===== src/rtl/trng_pkg.sv =====
// Shared state encoding and default cutoffs for the
// TRNG health gate.
package trng_pkg;

  localparam logic [1:0] ST_STARTUP = 2'd0;
  localparam logic [1:0] ST_RUN     = 2'd1;
  localparam logic [1:0] ST_FAIL    = 2'd2;

  localparam int RCT_CUTOFF_DEF = 4;
  localparam int APT_WINDOW_DEF = 64;
  localparam int APT_CUTOFF_DEF = 6;
  localparam int FIFO_DEPTH_DEF = 4;

  typedef struct packed {
    logic rct;
    logic apt;
  } trip_t;

endpackage


===== src/rtl/trng_sync_fifo.sv =====
// Small synchronous FIFO with flush; a push into a
// full FIFO succeeds when a pop happens in the same cycle.
module trng_sync_fifo #(
  parameter int WIDTH = 8,
  parameter int DEPTH = 4
) (
  input  logic             clk,
  input  logic             rst_n,
  input  logic             push,
  input  logic             pop,
  input  logic             flush,
  input  logic [WIDTH-1:0] wdata,
  output logic [WIDTH-1:0] rdata,
  output logic             full,
  output logic             empty
);

  localparam int AW = (DEPTH > 1) ? $clog2(DEPTH) : 1;
  localparam logic [AW:0] FULL_CNT = DEPTH[AW:0];

  logic [WIDTH-1:0] mem [DEPTH];
  logic [AW-1:0]    wr_ptr;
  logic [AW-1:0]    rd_ptr;
  logic [AW:0]      count;
  logic             do_push;
  logic             do_pop;

  assign full    = (count == FULL_CNT);
  assign empty   = (count == '0);
  assign do_pop  = pop && !empty;
  assign do_push = push && (!full || do_pop);
  assign rdata   = mem[rd_ptr];

  always_ff @(posedge clk or negedge rst_n) begin
    if (!rst_n) begin
      wr_ptr <= '0;
      rd_ptr <= '0;
      count  <= '0;
      for (int i = 0; i < DEPTH; i++) begin
        mem[i] <= '0;
      end
    end else if (flush) begin
      wr_ptr <= '0;
      rd_ptr <= '0;
      count  <= '0;
    end else begin
      if (do_push) begin
        mem[wr_ptr] <= wdata;
        wr_ptr      <= wr_ptr + 1'b1;
      end
      if (do_pop) begin
        rd_ptr <= rd_ptr + 1'b1;
      end
      unique case ({do_push, do_pop})
        2'b10:   count <= count + 1'b1;
        2'b01:   count <= count - 1'b1;
        default: count <= count;
      endcase
    end
  end

endmodule


===== src/rtl/trng_health_gate.sv =====
// Online RCT/APT health tests on PRNG bytes, gating a
// small output FIFO behind a STARTUP/RUN/FAIL controller.
module trng_health_gate
  import trng_pkg::*;
#(
  parameter int RCT_CUTOFF = RCT_CUTOFF_DEF,
  parameter int APT_WINDOW = APT_WINDOW_DEF,
  parameter int APT_CUTOFF = APT_CUTOFF_DEF,
  parameter int FIFO_DEPTH = FIFO_DEPTH_DEF
) (
  input  logic       clk,
  input  logic       rst_n,
  input  logic [7:0] sample_in,
  input  logic       sample_valid,
  input  logic       clear_alarm,
  output logic [7:0] out_data,
  output logic       out_valid,
  input  logic       out_ready,
  output logic       alarm_rct,
  output logic       alarm_apt,
  output logic       overflow,
  output logic       healthy
);

  localparam int RW = $clog2(RCT_CUTOFF + 1);
  localparam int AW = $clog2(APT_CUTOFF + 1);
  localparam int WW = $clog2(APT_WINDOW + 1);

  localparam logic [RW-1:0] RCT_LIM = RW'(RCT_CUTOFF);
  localparam logic [AW-1:0] APT_LIM = AW'(APT_CUTOFF);
  localparam logic [WW-1:0] WIN_LIM = WW'(APT_WINDOW);

  logic [1:0]    state_q;
  logic [1:0]    state_d;
  logic [7:0]    last_q;
  logic [7:0]    ref_q;
  logic [7:0]    ref_d;
  logic [RW-1:0] rct_q;
  logic [RW-1:0] rct_d;
  logic [AW-1:0] apt_q;
  logic [AW-1:0] apt_d;
  logic [WW-1:0] win_q;
  logic [WW-1:0] win_d;
  logic          rct_alarm_q;
  logic          apt_alarm_q;
  logic          ovf_q;

  logic  testing;
  logic  active;
  logic  new_win;
  logic  alarm;
  logic  run_pass;
  logic  clear;
  trip_t trip;

  logic       fifo_push;
  logic       fifo_pop;
  logic       fifo_full;
  logic       fifo_empty;
  logic [7:0] fifo_rdata;

  assign testing = (state_q == ST_STARTUP) ||
                   (state_q == ST_RUN);
  assign active  = sample_valid && testing;
  assign new_win = (win_q == '0) || (win_q == WIN_LIM);

  // rct_q == 0 marks "no previous sample since reset/clear"
  always_comb begin
    rct_d = RW'(1);
    if (rct_q != '0 && sample_in == last_q) begin
      rct_d = (&rct_q) ? rct_q : rct_q + 1'b1;
    end
    ref_d = ref_q;
    apt_d = apt_q;
    win_d = win_q;
    if (new_win) begin
      ref_d = sample_in;
      apt_d = AW'(1);
      win_d = WW'(1);
    end else begin
      win_d = win_q + 1'b1;
      if (sample_in == ref_q && !(&apt_q)) begin
        apt_d = apt_q + 1'b1;
      end
    end
  end

  assign trip.rct = active && (rct_d >= RCT_LIM);
  assign trip.apt = active && (apt_d >= APT_LIM);
  assign alarm    = trip.rct || trip.apt;
  assign run_pass = active && !alarm &&
                    (state_q == ST_RUN);
  assign clear    = (state_q == ST_FAIL) && clear_alarm;

  assign out_valid = (state_q == ST_RUN) && !fifo_empty;
  assign out_data  = out_valid ? fifo_rdata : 8'h00;
  assign fifo_pop  = out_valid && out_ready;
  assign fifo_push = run_pass && (!fifo_full || fifo_pop);
  assign healthy   = (state_q == ST_RUN);
  assign alarm_rct = rct_alarm_q;
  assign alarm_apt = apt_alarm_q;
  assign overflow  = ovf_q;

  always_comb begin
    state_d = state_q;
    unique case (1'b1)
      state_q == ST_STARTUP: begin
        if (alarm) begin
          state_d = ST_FAIL;
        end else if (active && win_d == WIN_LIM) begin
          state_d = ST_RUN;
        end
      end
      state_q == ST_RUN: begin
        if (alarm) begin
          state_d = ST_FAIL;
        end
      end
      state_q == ST_FAIL: begin
        if (clear_alarm) begin
          state_d = ST_STARTUP;
        end
      end
      default: state_d = ST_STARTUP;
    endcase
  end

  always_ff @(posedge clk or negedge rst_n) begin
    if (!rst_n) begin
      state_q <= ST_STARTUP;
    end else begin
      state_q <= state_d;
    end
  end

  always_ff @(posedge clk or negedge rst_n) begin
    if (!rst_n) begin
      rct_q  <= '0;
      apt_q  <= '0;
      win_q  <= '0;
      ref_q  <= '0;
      last_q <= '0;
    end else if (clear) begin
      rct_q  <= '0;
      apt_q  <= '0;
      win_q  <= '0;
      ref_q  <= '0;
      last_q <= '0;
    end else if (active) begin
      rct_q  <= rct_d;
      apt_q  <= apt_d;
      win_q  <= win_d;
      ref_q  <= ref_d;
      last_q <= sample_in;
    end
  end

  always_ff @(posedge clk or negedge rst_n) begin
    if (!rst_n) begin
      rct_alarm_q <= 1'b0;
      apt_alarm_q <= 1'b0;
      ovf_q       <= 1'b0;
    end else if (clear) begin
      rct_alarm_q <= 1'b0;
      apt_alarm_q <= 1'b0;
      ovf_q       <= 1'b0;
    end else begin
      if (trip.rct) begin
        rct_alarm_q <= 1'b1;
      end
      if (trip.apt) begin
        apt_alarm_q <= 1'b1;
      end
      // dropped byte: full FIFO with no pop to make room
      if (run_pass && fifo_full && !fifo_pop) begin
        ovf_q <= 1'b1;
      end
    end
  end

  trng_sync_fifo #(
    .WIDTH (8),
    .DEPTH (FIFO_DEPTH)
  ) u_fifo (
    .clk   (clk),
    .rst_n (rst_n),
    .push  (fifo_push),
    .pop   (fifo_pop),
    .flush (alarm),
    .wdata (sample_in),
    .rdata (fifo_rdata),
    .full  (fifo_full),
    .empty (fifo_empty)
  );

endmodule

===== config.mk =====
export PLATFORM = sky130hd
export DESIGN_NAME = trng_health_gate
export DESIGN_NICKNAME = d
export VERILOG_FILES = /design/src/rtl/trng_pkg.sv /design/src/rtl/trng_sync_fifo.sv /design/src/rtl/trng_health_gate.sv
export SDC_FILE = /design/constraint.sdc
export NUM_CORES = 1
export LEC_CHECK = 0
export BUFFER_PORTS_ARGS = -buffer_cell sky130_fd_sc_hd__clkbuf_2
export CORE_MARGIN = 4
export CORE_UTILIZATION = 50
export CTS_CLUSTER_SIZE = 24
export DETAILED_ROUTE_END_ITERATION = 10
export GPL_ROUTABILITY_DRIVEN = 0
export MAX_ROUTING_LAYER = met4
export PLACE_DENSITY = 0.66
export SLEW_MARGIN = 10
export SYNTH_ARGS = -nofsm -noshare
export SYNTH_HDL_FRONTEND = slang
export SYNTH_SLANG_ARGS = --single-unit

===== constraint.sdc =====
create_clock -name clk -period 5.1 [get_ports clk]
set_input_delay 0.255 -clock clk [delete_from_list [all_inputs] [get_ports clk]]
set_output_delay 0.255 -clock clk [all_outputs]
set_load 0.1 [all_outputs]

# ---- Word level (Yosys, flattened, before mapping)
# Index checks and enable logic that the tools add are counted.
dict set report word_totals {
  ff_bits 73
  output_inout_bits 13
  elab_cells 127
}
dict set report op_classes {
  add_sub_neg 7
  n_lt_le_gt_ge 5
  eq_ne 12
  muxes 40
  bitwise 3
  n_reduce_logical 44
}
# op n
set op_table {}
lappend op_table {{2-to-1 mux 8 bit} 9}
lappend op_table {{bitwise mux 32 bit} 1}
lappend op_table {{2-to-1 mux 3 bit} 9}
lappend op_table {{2-to-1 mux 7 bit} 3}
lappend op_table {{logical AND 1 bit} 17}
lappend op_table {{binary-select mux 8 bit (select 2 bit)} 1}
lappend op_table {{demux 8 bit (select 2 bit)} 1}
lappend op_table {{== test 8 bit} 2}
lappend op_table {{2-to-1 mux 2 bit} 8}
lappend op_table {{== test 7 bit (second input constant)} 2}
lappend op_table {{nonzero test 2 bit} 7}
lappend op_table {{greater-or-equal comparator 3 bit (second input constant)} 4}
lappend op_table {{adder 3 x 1 -> 3 bit (second input constant)} 3}
lappend op_table {{AND reduction 3 bit} 3}
lappend op_table {{adder 7 x 1 -> 7 bit (second input constant)} 1}
lappend op_table {{zero test 7 bit} 1}
lappend op_table {{2-to-1 mux 1 bit} 6}
lappend op_table {{inverter 2 -> 3 bit} 2}
lappend op_table {{one-hot mux 2 bit (3 select lines)} 1}
lappend op_table {{one-hot mux 3 bit (2 select lines)} 1}
lappend op_table {{nonzero test 3 bit} 2}
lappend op_table {{zero test 1 bit} 5}
lappend op_table {{logical OR 1 bit} 5}
lappend op_table {{adder 2 x 1 -> 2 bit (second input constant)} 2}
lappend op_table {{12 further kinds} 15}

# ---- Depth between registers and ports, before layout
dict set report depth {
  depth_word 16
  ltp_mapped 14
}

# ---- Cells and area by module
# From an unflattened synthesis, not the netlist that was laid out.
dict set report hier_totals {
  cells_unflattened 359
  hier_area_um2 3938.8
}
# mod instances cells_per_inst area_each_um2 seq_area_each_um2
set modules_own_cells {}
lappend modules_own_cells {trng_sync_fifo 1 141 1984.4 975.9}
lappend modules_own_cells {trng_health_gate 1 218 1954.4 850.8}

# ---- Worst setup path before layout
# Ideal clock, no wire load.
dict set report synth_timing {
  path_type {register to output}
  from {register state_q[1]}
  to {output out_data[0]}
  arrival_time_ps 3862
  required_time_ps 4845
  slack_ps 983
  path_stages_with_launch 4
  n_path_buf 0
  path_cell_list {dfrtp_1 -> nor2b_1 -> o31a_1 -> and2_1}
}
dict set report synth_between {
  elab_chain_cells 3
}
# item line_no
set synth_lines {}
lappend synth_lines {{start, declared} trng_health_gate.sv:33} ;# logic [1:0] state_q;
lappend synth_lines {{start signal, assigned} trng_health_gate.sv:132} ;# state_q <= state_d;
lappend synth_lines {{== test 2 x 1 -> 1 bit} --}
lappend synth_lines {{via healthy} trng_health_gate.sv:22} ;# output logic healthy
lappend synth_lines {{logical AND 1 bit} trng_health_gate.sv:95} ;# assign out_valid = (state_q == ST_RUN) && !fifo_empty;
lappend synth_lines {{via out_valid} trng_health_gate.sv:17} ;# output logic out_valid,
lappend synth_lines {{2-to-1 mux 8 bit} trng_health_gate.sv:96} ;# assign out_data = out_valid ? fifo_rdata : 8'h00;
lappend synth_lines {{end, declared} trng_health_gate.sv:16} ;# output logic [7:0] out_data,
# The timed path passes the listed nets, and every way through them passes these cells.

# ---- Worst setup path in the final report
dict set report layout_timing {
  from {register state_q[1]}
  to {register u_fifo.count[2]}
}
dict set report layout_between {
  elab_chain_cells 13
  elab_cells_between_ends 22
  classes_between {eq/ne (3); mux (2); reduce/logical (17)}
}
# item line_no
set layout_lines {}
lappend layout_lines {{== test 2 x 1 -> 1 bit / zero test 2 bit (equally long branches)} --}
lappend layout_lines {{logical OR 1 bit} trng_health_gate.sv:62} ;# assign testing = (state_q == ST_STARTUP) ||
lappend layout_lines {{logical AND 1 bit} trng_health_gate.sv:64} ;# assign active = sample_valid && testing;
lappend layout_lines {{logical AND 1 bit (on tied branches)} {trng_health_gate.sv:88, trng_health_gate.sv:89}}
lappend layout_lines {{logical OR 1 bit} trng_health_gate.sv:90} ;# assign alarm = trip.rct || trip.apt;
lappend layout_lines {{zero test 1 bit} trng_health_gate.sv:91} ;# assign run_pass = active && !alarm &&
lappend layout_lines {{logical AND 1 bit (2 in a row)} trng_health_gate.sv:91}
lappend layout_lines {{logical AND 1 bit} trng_health_gate.sv:98} ;# assign fifo_push = run_pass && (!fifo_full || fifo_pop);
lappend layout_lines {{logical AND 1 bit} trng_sync_fifo.sv:31} ;# assign do_push = push && (!full || do_pop);
lappend layout_lines {{== test 2 x 1 -> 1 bit / == test 2 bit (equally long branches)} trng_sync_fifo.sv:54} ;# unique case ({do_push, do_pop})
lappend layout_lines {{one-hot mux 3 bit (2 select lines)} trng_sync_fifo.sv:54}
lappend layout_lines {{2-to-1 mux 3 bit} trng_sync_fifo.sv:42} ;# end else if (flush) begin
lappend layout_lines {{end signal, assigned} trng_sync_fifo.sv:55} ;# 2'b10: count <= count + 1'b1;
lappend layout_lines {{end signal, assigned} trng_sync_fifo.sv:56} ;# 2'b01: count <= count - 1'b1;
lappend layout_lines {{end signal, assigned} trng_sync_fifo.sv:57} ;# default: count <= count;
lappend layout_lines {{end, declared} trng_sync_fifo.sv:24} ;# logic [AW:0] count;
# Parallel ways exist; a longest one is shown, timed or not.
# A chain may end at the register's enable or synchronous reset.

==> results_dict.tcl <==
set metrics [dict create \
    status "complete, no violations" \
    grt.overflow.total 0 \
    r2r-end "u_fifo.count[2]" \
    ant_nets 0 \
    avgSynthCellArea_um2 10.75 \
    dp.final_hpwl_mm 4.995 \
    synth_seq_cells 73 \
    end_kind "register" \
    num_vias 2577 \
    start_util_pct 51.77 \
    port_buffers 25 \
    dieArea_mm2 0.009048 \
    final_common_cell "dfrtp_1" \
    dpl_worst_slack_ps 2094 \
    tritoncts "built" \
    drt_iter0_drc 118 \
    final.min_clock_period_ps 3008 \
    required_ps 5310 \
    ir_drop_mv 0.3113 \
    dominantRegCellSynth "dfrtp_1" \
    fmax_mhz 332.5 \
    hold_viol_final 0 \
    power_switching_mw 1.271 \
    synth_top_family_by_area "multiplexers" \
    num_io_pins 26 \
    clockBufferDepth 2 \
    clk-insertion-delay-late_ps 350 \
    cp-endpoint "u_fifo.count[2]" \
    seq_area_frac_synth_pct 48.14 \
    r2r_start "state_q[1]" \
    synthXorXnorAreaFrac_pct 4.847 \
    crit_arrival_ps 3220 \
    async_flop_share_pct 100.0 \
    final.setup.tns_ps 0 \
    final_cell_mix "dfrtp_1, nand2_1, o21ai_0, clkbuf_2, nor2_1" \
    synthToLayoutAreaGrowth_pct 10.91 \
    critPathLaunch "state_q[1]" \
    ctsResizeCount 0 \
    yosysWarningCount 0 \
    n_fill_cell 622 \
    grt_pass1_wl_mm 12.12 \
    cap_violations 0 \
    final-setup-viol-count 0 \
    clock-root-buffer "clkbuf_8" \
    path_clk_slew_ps 80 \
    p_leak_nw 1.885 \
    finalWirelength_mm 7.295 \
    startpoint_type "register" \
    grt.total_usage_pct 18.11 \
    rrSetupSlack_ps 2090 \
    first_pass_iters 4 \
    postCtsHoldBufs 0 \
    layout-drive-gt1-share_pct 20.27 \
    crit_type "register to register" \
    tightest_slew_ps 1104 \
    synth-adder-area-share_pct 3.825 \
    rsz0062_at_grt "no" \
    finalWorstSetupSlack_ps 2092 \
    synth_edf_count 0 \
    rows 31 \
    hold_class "input port to async pin" \
    synth.distinct_cells 46 \
    swShare_pct 44.96 \
    numCtsBuffers 9 \
    die_h_um 95.12 \
    nNetsFinal 394 \
    cts_setup_buffers 0 \
    synth_compound_area_share_pct 9.166 \
    p_int_mw 1.555 \
    yosys.area_share.simple_pct 14.94 \
    die_w_um 95.12 \
    grt_max_degree 74 \
    grt_pass1_vias 2436 \
    cts.sinks 73 \
    drc 0 \
    vias_per_cell 5.437 \
    syn_nets 377 \
    clkPwrFrac_pct 20.1 \
    period_share_pct 58.98 \
    muxShareOfSynthArea_pct 15.03 \
    fin_worst_skew_ps 9.143 \
    antenna_found_initial 0 \
    antennaDiodeCount 0 \
    p_comb_share_pct 45.7 \
    slew_headroom_pct 26.22 \
    p_seq_share_pct 34.3 \
    syn_area_mm2 0.003795 \
    coreArea_mm2 0.007331 \
    h-tree-depth 3 \
    r2r_cells 11 \
    cellPowerDensity_mw_per_mm2 671.4 \
    worst-path-max-fanout 17 \
    wl_per_cell_um 15.39 \
    synth_cells 353 \
    slew_violations 0 \
]
sequential cells by signal (all words and copies together) (netlist names):
register / cells
last_q: 8
u_fifo.mem: 32
u_fifo.wr_ptr: 2
state_q: 2
alarm_apt: 1
rct_q: 3
overflow: 1
win_q: 7
u_fifo.count: 3
apt_q: 3
alarm_rct: 1
ref_q: 8
u_fifo.rd_ptr: 2
cell type report:
| class | count | area (um2) | share of cell area [%] |
|---|---|---|---|
| flip-flops and latches | 73 | 1827 | 43.40 |
| clock buffers | 10 | 137.6 | 3.270 |
| inverters | 14 | 52.55 | 1.249 |
| well taps | 99 | 123.9 | 2.943 |
| repair buffers | 27 | 140.1 | 3.329 |
| multi-input cells | 245 | 1814 | 43.10 |
| clock inverters | 6 | 113.9 | 2.705 |
power groups by stage:
stage	registers, mW	logic [mW]	clock network (mW)
after CTS	0.970	1.31	0.576
after global placement	0.974	1.29	0
final	0.969	1.29	0.567
after global routing	0.999	1.38	0.604
after detailed placement	0.982	1.30	0
after floorplan	0.928	1.13	0
cell usage after synthesis, types with 2 or more instances:
library cell  number  area (um2)
nand2_1           52       195.2
and3_1             4       25.02
dfrtp_1           73        1827
buf_2              9       45.04
mux4_2             8       180.2
and2_1             8       50.05
clkbuf_1           9       33.78
nor3_1             2       10.01
a31oi_1            3       18.77
nor4_1             2       12.51
nor2_4             2       22.52
ha_1              10       125.1
nor2_8             2       40.04
mux2i_1            3       30.03
mux2_1            15       168.9
nor2b_1            4       25.02
xor2_1            19       166.4
o21ai_0           30       150.1
mux2_2            17       191.4
inv_1             14       52.55
nand3_1            9       45.04
nor2_1            20       75.07
a32o_1             2       20.02
nand4_1            4       25.02
a21oi_1            9       45.04
xnor2_1            2       17.52
a211oi_1           2       15.01
how the worst min path moves through the flow:
stage | start | endpoint | slack [ps] | depth (start not counted)
3_5_place_dp | overflow | overflow | 470 | 2
2_1_floorplan | rst_n | alarm_apt | -40 | 0
3_3_place_gp | u_fifo.mem[2] | u_fifo.mem[2] | 460 | 1
4_1_cts | rst_n | u_fifo.mem[29] | 160 | 2
6_report | rst_n | u_fifo.mem[11] | 110 | 2
5_1_grt | rst_n | u_fifo.mem[27] | 180 | 2
routing by layer:
layer / track usage (%) / up-vias / wire length (um)
met2: 26.41 / 31 / 3489
met5: - / - / 0
met4: 6.611 / 0 / 110
met3: 4.262 / 12 / 223
met1: 24.74 / 1290 / 3471
li1: - / 1244 / -
kinds of logic after synthesis:
group,after synthesis
fa+ha+maj,11
simple gates,114
mux,43
xor+xnor,21
flops,73
compound gates,56
buf+inv,35
worst max-delay path, cell delays in order (launching register included):
cell	delay, ps
dfrtp_1	450
nand2b_1	460
a21oi_1	300
nand3_1	160
o211ai_4	600
nor2_1	110
nor2_1	140
fa_1	210
nor3b_1	50
a31oi_1	190
xnor2_1	140
nor2_1	50
through the flow:
stage | cells | hold slack (ps) | utilization, % | area (um2) | total power, mW
after floorplan | 353 | -40.59 | - | 3795 | 2.059
after global placement | 458 | 462.7 | 53.99 | 3958 | 2.259
after detailed placement | 458 | 470.6 | 53.99 | 3958 | 2.283
after CTS | 474 | 156.0 | 57.42 | 4209 | 2.853
after global routing | 474 | 175.6 | 57.42 | 4209 | 2.987
final | 474 | 106.9 | 57.42 | 4209 | 2.826
No activity file was read; power rests on OpenSTA's default activity.
